<file path="src/rtl/defunnel_pkg.sv">
// ----------------------------------------------------------------------------
// Module  : defunnel_pkg
// Brief   : Shared encodings, slot count and state type for the defunnel
//           controller and its datapath model.
// Revision: 1.0 - initial release
// ----------------------------------------------------------------------------
`default_nettype none

package defunnel_pkg;

  localparam int NUM_SLOTS = 8;

  localparam logic [2:0] RED_1 = 3'd1;
  localparam logic [2:0] RED_2 = 3'd2;
  localparam logic [2:0] RED_4 = 3'd4;

  typedef enum logic [0:0] {
    FILL = 1'b0,
    FULL = 1'b1
  } state_e;

  // Contiguous run of lanes written by one beat, before shifting to the slot pointer.
  function automatic logic [7:0] lane_run(input logic [2:0] reduct);
    logic [7:0] run;
    run = 8'h00;
    case (reduct)
      RED_1:   run = 8'h01;
      RED_2:   run = 8'h03;
      RED_4:   run = 8'h0F;
      default: run = 8'h00;
    endcase
    return run;
  endfunction

endpackage

`default_nettype wire

</file>
<file path="src/rtl/defunnel_ctrl_5_1_if.sv">
// ----------------------------------------------------------------------------
// Module  : defunnel_ctrl_5_1_if
// Brief   : Upstream beat / downstream word handshakes and datapath strobes.
//           DEFUNNEL_CTRL_FLUSH_EN adds t_last and i_keep.
// Revision: 1.0 - initial release
// ----------------------------------------------------------------------------
`default_nettype none

interface defunnel_ctrl_5_1_if;

  logic [7:0] t_cfg_dat;
  logic       t_valid;
  logic       t_ready;
  logic       i_valid;
  logic       i_ready;
  logic [7:0] enable;
  logic [7:0] mode;
  logic       err;
`ifdef DEFUNNEL_CTRL_FLUSH_EN
  logic       t_last;
  logic [7:0] i_keep;
`endif

  // master: the controller; slave: the surrounding producer/consumer
`ifdef DEFUNNEL_CTRL_FLUSH_EN
  modport master (
    input  t_cfg_dat, t_valid, i_ready, t_last,
    output t_ready, i_valid, enable, mode, err, i_keep
  );
  modport slave (
    output t_cfg_dat, t_valid, i_ready, t_last,
    input  t_ready, i_valid, enable, mode, err, i_keep
  );
`else
  modport master (
    input  t_cfg_dat, t_valid, i_ready,
    output t_ready, i_valid, enable, mode, err
  );
  modport slave (
    output t_cfg_dat, t_valid, i_ready,
    input  t_ready, i_valid, enable, mode, err
  );
`endif

endinterface

`default_nettype wire

</file>
<file path="src/rtl/defunnel_ctrl_mask.sv">
// ----------------------------------------------------------------------------
// Module  : defunnel_ctrl_mask
// Brief   : Decodes (reduct, ptr) into the 8-bit slot capture mask and flags
//           whether the reduct encoding is legal.
// Revision: 1.0 - initial release
// ----------------------------------------------------------------------------
`default_nettype none

module defunnel_ctrl_mask
  import defunnel_pkg::*;
(
  input  logic [2:0] reduct,
  input  logic [2:0] ptr,
  output logic [7:0] mask,
  output logic       legal
);

  logic [7:0] run;

  always_comb begin
    run   = lane_run(reduct);
    legal = (run != 8'h00);
    mask  = run << ptr;
  end

endmodule

`default_nettype wire

</file>
<file path="src/rtl/defunnel_ctrl_5_1.sv">
// ----------------------------------------------------------------------------
// Module  : defunnel_ctrl_5_1
// Brief   : Packs 1/2/4-lane beats into 8-slot words; DEFUNNEL_CTRL_FLUSH_EN
//           enables early word termination with t_last and an i_keep mask.
// Revision: 1.0 - initial release
// ----------------------------------------------------------------------------
`default_nettype none

module defunnel_ctrl_5_1 #(
  parameter int NUM_SLOTS = 8
) (
  input  logic                clk,
  input  logic                reset,
  defunnel_ctrl_5_1_if.master bus
);

  import defunnel_pkg::*;

  state_e     state_q, state_d;
  logic [2:0] ptr_q, ptr_d;
  logic [7:0] mode_q, mode_d;
  logic       err_q, err_d;

  logic [7:0] mode_w;
  logic [7:0] slot_mask;
  logic       legal;
  logic       t_ready_w;
  logic       accepted;
  logic       beat_last;
  logic       word_done;
  logic [3:0] ptr_sum;

  // New config is only sampled at a word boundary; mid-word the latched mode rules.
  assign mode_w    = (ptr_q == 3'd0) ? bus.t_cfg_dat : mode_q;
  assign t_ready_w = !reset && ((state_q == FILL) || bus.i_ready);
  assign accepted  = bus.t_valid && t_ready_w;
  assign ptr_sum   = {1'b0, ptr_q} + {1'b0, mode_w[2:0]};

  defunnel_ctrl_mask u_mask (
    .reduct (mode_w[2:0]),
    .ptr    (ptr_q),
    .mask   (slot_mask),
    .legal  (legal)
  );

`ifdef DEFUNNEL_CTRL_FLUSH_EN
  assign beat_last = bus.t_last;
`else
  assign beat_last = 1'b0;
`endif

  always_comb begin
    ptr_d     = ptr_q;
    mode_d    = mode_q;
    err_d     = err_q;
    state_d   = state_q;
    word_done = 1'b0;

    if (accepted && (ptr_q == 3'd0)) begin
      mode_d = bus.t_cfg_dat;
    end
    if (accepted && !legal) begin
      err_d = 1'b1;
    end
    if (accepted && legal) begin
      word_done = (ptr_sum >= 4'(NUM_SLOTS)) || beat_last;
      ptr_d     = word_done ? 3'd0 : ptr_sum[2:0];
    end

    // A completing beat in the hand-off cycle keeps the word slot occupied.
    if (word_done) begin
      state_d = FULL;
    end else if ((state_q == FULL) && bus.i_ready) begin
      state_d = FILL;
    end
  end

  always_ff @(posedge clk) begin
    if (reset) begin
      state_q <= FILL;
      ptr_q   <= 3'd0;
      mode_q  <= 8'h00;
      err_q   <= 1'b0;
    end else begin
      state_q <= state_d;
      ptr_q   <= ptr_d;
      mode_q  <= mode_d;
      err_q   <= err_d;
    end
  end

`ifdef DEFUNNEL_CTRL_FLUSH_EN
  logic [7:0] keep_q, keep_d;

  always_comb begin
    keep_d = keep_q;
    if (state_q == FULL) begin
      if (bus.i_ready) begin
        keep_d = accepted && legal ? slot_mask : 8'h00;
      end
    end else if (accepted && legal) begin
      keep_d = keep_q | slot_mask;
    end
  end

  always_ff @(posedge clk) begin
    if (reset) begin
      keep_q <= 8'h00;
    end else begin
      keep_q <= keep_d;
    end
  end

  assign bus.i_keep = keep_q;
`endif

  assign bus.t_ready = t_ready_w;
  assign bus.i_valid = (state_q == FULL) && !reset;
  assign bus.enable  = (accepted && legal) ? slot_mask : 8'h00;
  assign bus.mode    = mode_w;
  assign bus.err     = err_q;

endmodule

`default_nettype wire

</file>
<file path="src/flat_wrapper.sv">
// flat-port wrapper written by rule: the top's interface ports become plain ports
module defunnel_ctrl_5_1_flat import defunnel_pkg::*;
#(
  parameter int NUM_SLOTS = 8
)
  (clk, reset, bus_t_cfg_dat, bus_t_valid, bus_i_ready, bus_t_ready, bus_i_valid, bus_enable, bus_mode, bus_err);
  defunnel_ctrl_5_1_if bus_i ();
  input  logic clk;
  input  logic reset;
  input wire logic [$bits(bus_i.t_cfg_dat)-1:0] bus_t_cfg_dat;
  input wire logic [$bits(bus_i.t_valid)-1:0] bus_t_valid;
  input wire logic [$bits(bus_i.i_ready)-1:0] bus_i_ready;
  output wire logic [$bits(bus_i.t_ready)-1:0] bus_t_ready;
  output wire logic [$bits(bus_i.i_valid)-1:0] bus_i_valid;
  output wire logic [$bits(bus_i.enable)-1:0] bus_enable;
  output wire logic [$bits(bus_i.mode)-1:0] bus_mode;
  output wire logic [$bits(bus_i.err)-1:0] bus_err;
  assign bus_i.t_cfg_dat = bus_t_cfg_dat;
  assign bus_i.t_valid = bus_t_valid;
  assign bus_i.i_ready = bus_i_ready;
  assign bus_t_ready = bus_i.t_ready;
  assign bus_i_valid = bus_i.i_valid;
  assign bus_enable = bus_i.enable;
  assign bus_mode = bus_i.mode;
  assign bus_err = bus_i.err;
  defunnel_ctrl_5_1 #(.NUM_SLOTS(NUM_SLOTS)) u_core (.clk(clk), .reset(reset), .bus(bus_i));
endmodule
</file>
<file path="config.mk">
export PLATFORM = sky130hd
export DESIGN_NAME = defunnel_ctrl_5_1_flat
export DESIGN_NICKNAME = d
export VERILOG_FILES = /design/src/rtl/defunnel_pkg.sv /design/src/rtl/defunnel_ctrl_5_1_if.sv /design/src/rtl/defunnel_ctrl_mask.sv /design/src/rtl/defunnel_ctrl_5_1.sv /design/src/flat_wrapper.sv
export SDC_FILE = /design/constraint.sdc
export NUM_CORES = 1
export LEC_CHECK = 0
export BUFFER_PORTS_ARGS = -buffer_cell sky130_fd_sc_hd__buf_2
export CELL_PAD_IN_SITES_DETAIL_PLACEMENT = 0
export CELL_PAD_IN_SITES_GLOBAL_PLACEMENT = 1
export CORE_MARGIN = 4
export CORE_UTILIZATION = 37
export DETAILED_ROUTE_END_ITERATION = 6
export GPL_TIMING_DRIVEN = 0
export PLACE_DENSITY = 0.81
export SYNTH_ARGS = -nofsm -noshare
export SYNTH_HDL_FRONTEND = slang
export SYNTH_SLANG_ARGS = --single-unit
export TNS_END_PERCENT = 20
</file>
<file path="constraint.sdc">
create_clock -name clk -period 2.9 [get_ports clk]
set_clock_uncertainty 0.2 [all_clocks]
set_input_delay 0.435 -clock clk [delete_from_list [all_inputs] [get_ports clk]]
set_output_delay 0.435 -clock clk [all_outputs]
set_load 0.01 [all_outputs]
</file>
## Word level (Yosys, flattened, before mapping)

Cells that the tools add are included.

- Reductions and logical operators: 13
- $add $sub $neg: 1
- Equal/unequal tests: 3
- $mul: 0
- Mux-type cells: 7
- Shifts and indexed selects: 1
- Bitwise operators: 1
- $lt $le $gt $ge: 1
- Divide/modulo/power cells: 0

Operators by type and width:

| cell | number |
|---|---|
| $mux 8 | 2 |
| $pmux 4 s3 | 1 |
| $reduce_bool 8->1 | 1 |
| $shl 8x3->8 | 1 |
| $logic_and 1x1->1 | 7 |
| $add 3x3->4 | 1 |
| $ge 4x4->1 const B | 1 |
| $eq 3x1->1 const B | 1 |
| $eq 3x2->1 const B | 1 |
| $eq 3x3->1 const B | 1 |
| $logic_not 3->1 | 1 |
| $mux 1 | 3 |
| $mux 3 | 1 |
| $logic_not 1->1 | 2 |
| $reduce_bool 2->1 | 1 |
| $logic_or 1x1->1 | 1 |
| $not 1->1 | 1 |

- RAM bits: 0
- Memory bits (read-only): 0
- Output and inout port bits: 19
- Register bits after elaboration: 13
- Bits in latches: 0
- Memories kept: 0
- Word-level logic and storage cells: 31

## Depth between registers and ports, before layout

- Word-level depth: 8
- Mapped depth: 12

## Modules after synthesis

From an unflattened synthesis, not the netlist that was laid out.

- Cell total of the unflattened synthesis: 154
- Area total of the unflattened synthesis: 1,203.7 µm²

Modules (own cells, without submodules):

| module | instances | cells each | area each (µm²) | sequential area each (µm²) |
|---|---|---|---|---|
| defunnel_ctrl_5_1 | 1 | 109 | 859.6 | 260.2 |
| defunnel_ctrl_mask | 1 | 45 | 344.1 | 0.0 |

## Worst setup path before layout

No wires, ideal clock.

- Path kind: register to register
- Start point: register u_core.ptr_q[0]
- End point: register u_core.ptr_q[2]
- Path slack: 0.343 ns
- Cell stages (with the launch flop): 13
- Arrival: 2.286 ns
- Buffers on the path: 3
- Data required time: 2.628 ns
- Setup time: 0.072 ns
- Cells stage by stage: dfxtp_1 > buf_6 > nor3_4 > buf_2 > buf_2 > nand2_1 > o21ai_0 > ha_1 > inv_1 > fa_1 > xnor2_1 > nand2_1 > mux2i_1

- Cells in the longest elaborated chain, start to end: 6
- Elaborated cells on any way between the ends: 11

Ends and longest elaborated chain:

| item | line | RTL |
|---|---|---|
| from (decl) | defunnel_ctrl_5_1.sv:20 | `logic [2:0] ptr_q, ptr_d;` |
| from (signal assigned) | defunnel_ctrl_5_1.sv:86 | `ptr_q <= ptr_d;` |
| $logic_not 3->1 * | defunnel_ctrl_5_1.sv:34 | `assign mode_w = (ptr_q == 3'd0) ? bus.t_cfg_dat : mode_q;` |
| $mux 8 * | defunnel_ctrl_5_1.sv:34 |  |
| net bus_mode[0] | flat_wrapper.sv:16 | `output wire logic [$bits(bus_i.mode)-1:0] bus_mode;` |
| parallel branches: the longest is 4 deep, another holds $add 3x3->4 | n/a |  |

Mark *: on every way through the listed nets, which the timed path passes.
A chain may end at the register's enable or synchronous reset.

## Final worst setup path

- Start point: register u_core.ptr_q[2]
- End point: output port bus_enable[6]

- Cells in the longest elaborated chain, start to end: 7
- Elaborated cells on any way between the ends: 10

Ends and longest elaborated chain:

| item | line | RTL |
|---|---|---|
| $logic_not 3->1 | defunnel_ctrl_5_1.sv:34 |  |
| $mux 8 | defunnel_ctrl_5_1.sv:34 |  |
| $eq 3x3->1 (tied with other cells) | defunnel_pkg.sv:26 | `case (reduct)` |
| $pmux 4 s3 | defunnel_pkg.sv:26 |  |
| $reduce_bool 8->1 | defunnel_ctrl_mask.sv:22 | `legal = (run != 8'h00);` |
| $logic_and 1x1->1 | defunnel_ctrl_5_1.sv:119 | `assign bus.enable = (accepted && legal) ? slot_mask : 8'h00;` |
| $mux 8 * | defunnel_ctrl_5_1.sv:119 |  |
| to (decl) | flat_wrapper.sv:15 | `output wire logic [$bits(bus_i.enable)-1:0] bus_enable;` |

Every way passes the cells marked *; elsewhere a longest branch is shown, timed or not.

==> results_dict.tcl <==
set metrics [dict create \
    outcome "complete, no violations" \
    r2r_start "u_core.ptr_q[2]$_SDFFE_PP0P_" \
    chipWidth_um 63.8 \
    tritoncts "done" \
    synthesis.area_um2 1150 \
    drive_gt1_share_pct 33.0 \
    leakage_nw 0.646 \
    layout_worst_path_cycle_share_pct 92.9 \
    worst_setup_path_end_kind "primary output" \
    area_of_the_core_um2 2850 \
    finalPower_uw 753 \
    ys.flop_type "sky130_fd_sc_hd__dfxtp_1" \
    final.setup.tns_ns 0 \
    worst-endpoint-required_ns 2.27 \
    timing.rr.end "u_core.ptr_q[2]$_SDFFE_PP0P_" \
    cp_arrival_ns 2.06 \
    post_synth_most_frequent_cells "36 x sky130_fd_sc_hd__nand2_1, 13 x sky130_fd_sc_hd__dfxtp_1, 12 x sky130_fd_sc_hd__a21oi_1, 10 x sky130_fd_sc_hd__nand3_1, 6 x sky130_fd_sc_hd__nor2_1" \
    floorplan.rows 19 \
    cts_buffers 3 \
    drtPass1Iterations 4 \
    number_of_hold_repair_buffers_added_at_the_cts_stage 0 \
    synthMostInstantiatedCell "sky130_fd_sc_hd__nand2_1" \
    ys_warn_count 0 \
    hold_path.class "in2reg" \
    worstSetupPathType "reg2out" \
    final_cell_area_um2 1410 \
    hold_path.startpoint "bus_t_cfg_dat[3]" \
    synthesis.area_per_instance_um2 7.78 \
    fillCellCount 309 \
    number_of_antenna_violations_at_the_first_check_in_global_routing 0 \
    finalMaxSlewViolations 0 \
    cts_max_path_buffers 2 \
    drt-wirelength-per-cell_um 13.8 \
    die-area_um2 4070 \
    synth-edff-count 0 \
    synth_sequential_area_ratio_pct 22.6 \
    syn_inst 148 \
    final_period_minus_worst_setup_slack_ns 2.69 \
    die_y_um 63.8 \
    clk_root_buffer_cell "sky130_fd_sc_hd__clkbuf_4" \
    worst_r2r_path_depth 11 \
    worst_setup_hold_path_clk_slew_ns 0.10 \
    hold_viol 0 \
    synthesis.nets 164 \
    worst_ir_drop_vdd_v 0.000222 \
    worst-r2r-setup-slack_ns 0.25 \
    cts.sinks 13 \
    num_io_pins 31 \
    final_worst_hold_slack_ns 0.200 \
    layout_nets 205 \
    global_route.overflow_total 0 \
    maximum_number_of_pins_on_one_net_before_global_route_repair 11 \
    timing.critical_path.from_type "register" \
    postRouteAntennaNets 0 \
    netlist_top_cells_area "sky130_fd_sc_hd__dfxtp_1 23%, sky130_fd_sc_hd__nand2_1 12%, sky130_fd_sc_hd__a21oi_1 5.2%, sky130_fd_sc_hd__nand3_1 4.3%, sky130_fd_sc_hd__buf_6 3.9%" \
    yosys_register_bits 13 \
    post_detailed_placement_half_perimeter_wirelength_um 2210 \
    gr-usage-all-layers_pct 16.0 \
    synth_top_area_share_pct 22.6 \
    initial_utilization_pct 40.4 \
    worst-slew-pin-transition_ns 0.446 \
    worst_slack_ns 0.206 \
    viasPerCell 5.39 \
    detailed_route_iter0_violations 78 \
    first_global_vias 1143 \
    path_max_fanout 7 \
    wirelength_um 3020 \
    post-route-drc-count 0 \
    synth-async-reset-ratio_pct 0 \
    htreeDepth 1 \
    gp_congestion 0.792 \
    drv_cap 0 \
    setup_viol 0 \
    holdPathEnd "u_core.mode_q[3]$_SDFFE_PP0P_" \
    layout-area-overhead-vs-synth_pct 22.8 \
    port-buffer-count 30 \
    synth_area_leader_cell "sky130_fd_sc_hd__dfxtp_1" \
    slew-limit-headroom_pct 70.3 \
    antennaDiodeCount 0 \
    worst_skew_pair.late_latency_ns 0.30 \
    route.vias.total 1180 \
    first_pass_grt_wire_length_um 5260 \
    ys_types 45 \
    place_area_um2 1340 \
    place_ws_ns 0.0935 \
    timing.hold.worst_path_depth 3 \
    highest_clock_frequency_the_design_can_meet_ghz 0.371 \
    total_power_density_per_cell_area_nw_per_um2 533 \
]
## per-stage QoR
stage          utilization, %  instances
2_1_floorplan               -        148
3_3_place_gp             47.0        209
3_5_place_dp             47.0        209
4_1_cts                  47.9        213
5_1_grt                  49.6        219
6_report                 49.6        219
## registers in the layout, summed over array words and instances (netlist names)
register        flops
u_core.mode_q       8
u_core.bus.err      1
u_core.state_q      1
u_core.ptr_q        3
## worst max path at each step
stage / cells past startpoint / end / from / slack [ns]
2_1_floorplan: 12 / u_core.ptr_q[2]$_SDFFE_PP0P_ / u_core.ptr_q[0]$_SDFFE_PP0P_ / 0.34
3_3_place_gp: 12 / u_core.ptr_q[2]$_SDFFE_PP0P_ / u_core.ptr_q[0]$_SDFFE_PP0P_ / 0.13
3_5_place_dp: 12 / u_core.ptr_q[2]$_SDFFE_PP0P_ / u_core.ptr_q[0]$_SDFFE_PP0P_ / 0.09
4_1_cts: 12 / u_core.ptr_q[2]$_SDFFE_PP0P_ / u_core.ptr_q[0]$_SDFFE_PP0P_ / 0.06
5_1_grt: 11 / u_core.ptr_q[1]$_SDFFE_PP0P_ / u_core.ptr_q[2]$_SDFFE_PP0P_ / -0.01
6_report: 7 / bus_enable[6] / u_core.ptr_q[2]$_SDFFE_PP0P_ / 0.21
## final cells by class
class | instances | area, um^2 | share of cell area [%]
Multi-Input combinational cell | 119 | 778 | 55.0
Inverter | 6 | 22.5 | 1.59
Tap cell | 31 | 38.8 | 2.74
Buffer | 10 | 92.6 | 6.55
Timing Repair Buffer | 36 | 195 | 13.8
Clock buffer | 4 | 26.3 | 1.86
Sequential cell | 13 | 260 | 18.4
## critical path, cell delays in order, from the launching register on
cell and delay, ns:
sky130_fd_sc_hd__dfxtp_1 0.41, sky130_fd_sc_hd__nor3_4 0.29, sky130_fd_sc_hd__buf_4 0.16, sky130_fd_sc_hd__buf_4 0.09, sky130_fd_sc_hd__mux2_2 0.33, sky130_fd_sc_hd__o221ai_1 0.22
sky130_fd_sc_hd__a31oi_1 0.12, sky130_fd_sc_hd__buf_2 0.15
## timing repair
action                                  in CTS  in global routing
buffers inserted                             0                  6
endpoints found under the setup margin       0                  3
gates resized for setup                      0                  1
## metal layers
layer  global-route usage (%)  part of all wire (%)
met2                     26.5                    50
met5                        0                     0
met3                     2.45                   4.4
met4                     4.85                  0.83
met1                     21.4                    45
## where the power goes
| part | switching [mW] | internal [mW] |
|---|---|---|
| registers | 0.0156 | 0.194 |
| logic | 0.227 | 0.190 |
| clock network | 0.0721 | 0.0535 |
## cell usage in the layout (no fill, tap or decap), drive strengths merged, types with 4 or more instances in the layout
cell,netlist,final
buf,6,41
nand2,36,36
dfxtp,13,13
a21oi,12,12
nand3,11,11
clkbuf,4,9
nor2,6,6
inv,6,6
nor3b,5,5
mux2i,4,4
xnor2,4,4
nor3,4,4
## logic make-up (layout without fill, tap and decap cells)
kind of cell | after synthesis | in the layout | synth area share [%]
AND/OR/NAND/NOR | 77 | 77 | 36.4
AO/OA/AOI/OAI | 29 | 29 | 18.7
buffers and inverters | 16 | 56 | 9.78
flip-flops | 13 | 13 | 22.6
multiplexers | 5 | 5 | 4.46
adder cells (fa/ha/maj) | 4 | 4 | 5.00
XOR/XNOR | 4 | 4 | 3.04
No activity file was read; power rests on OpenSTA's default activity.
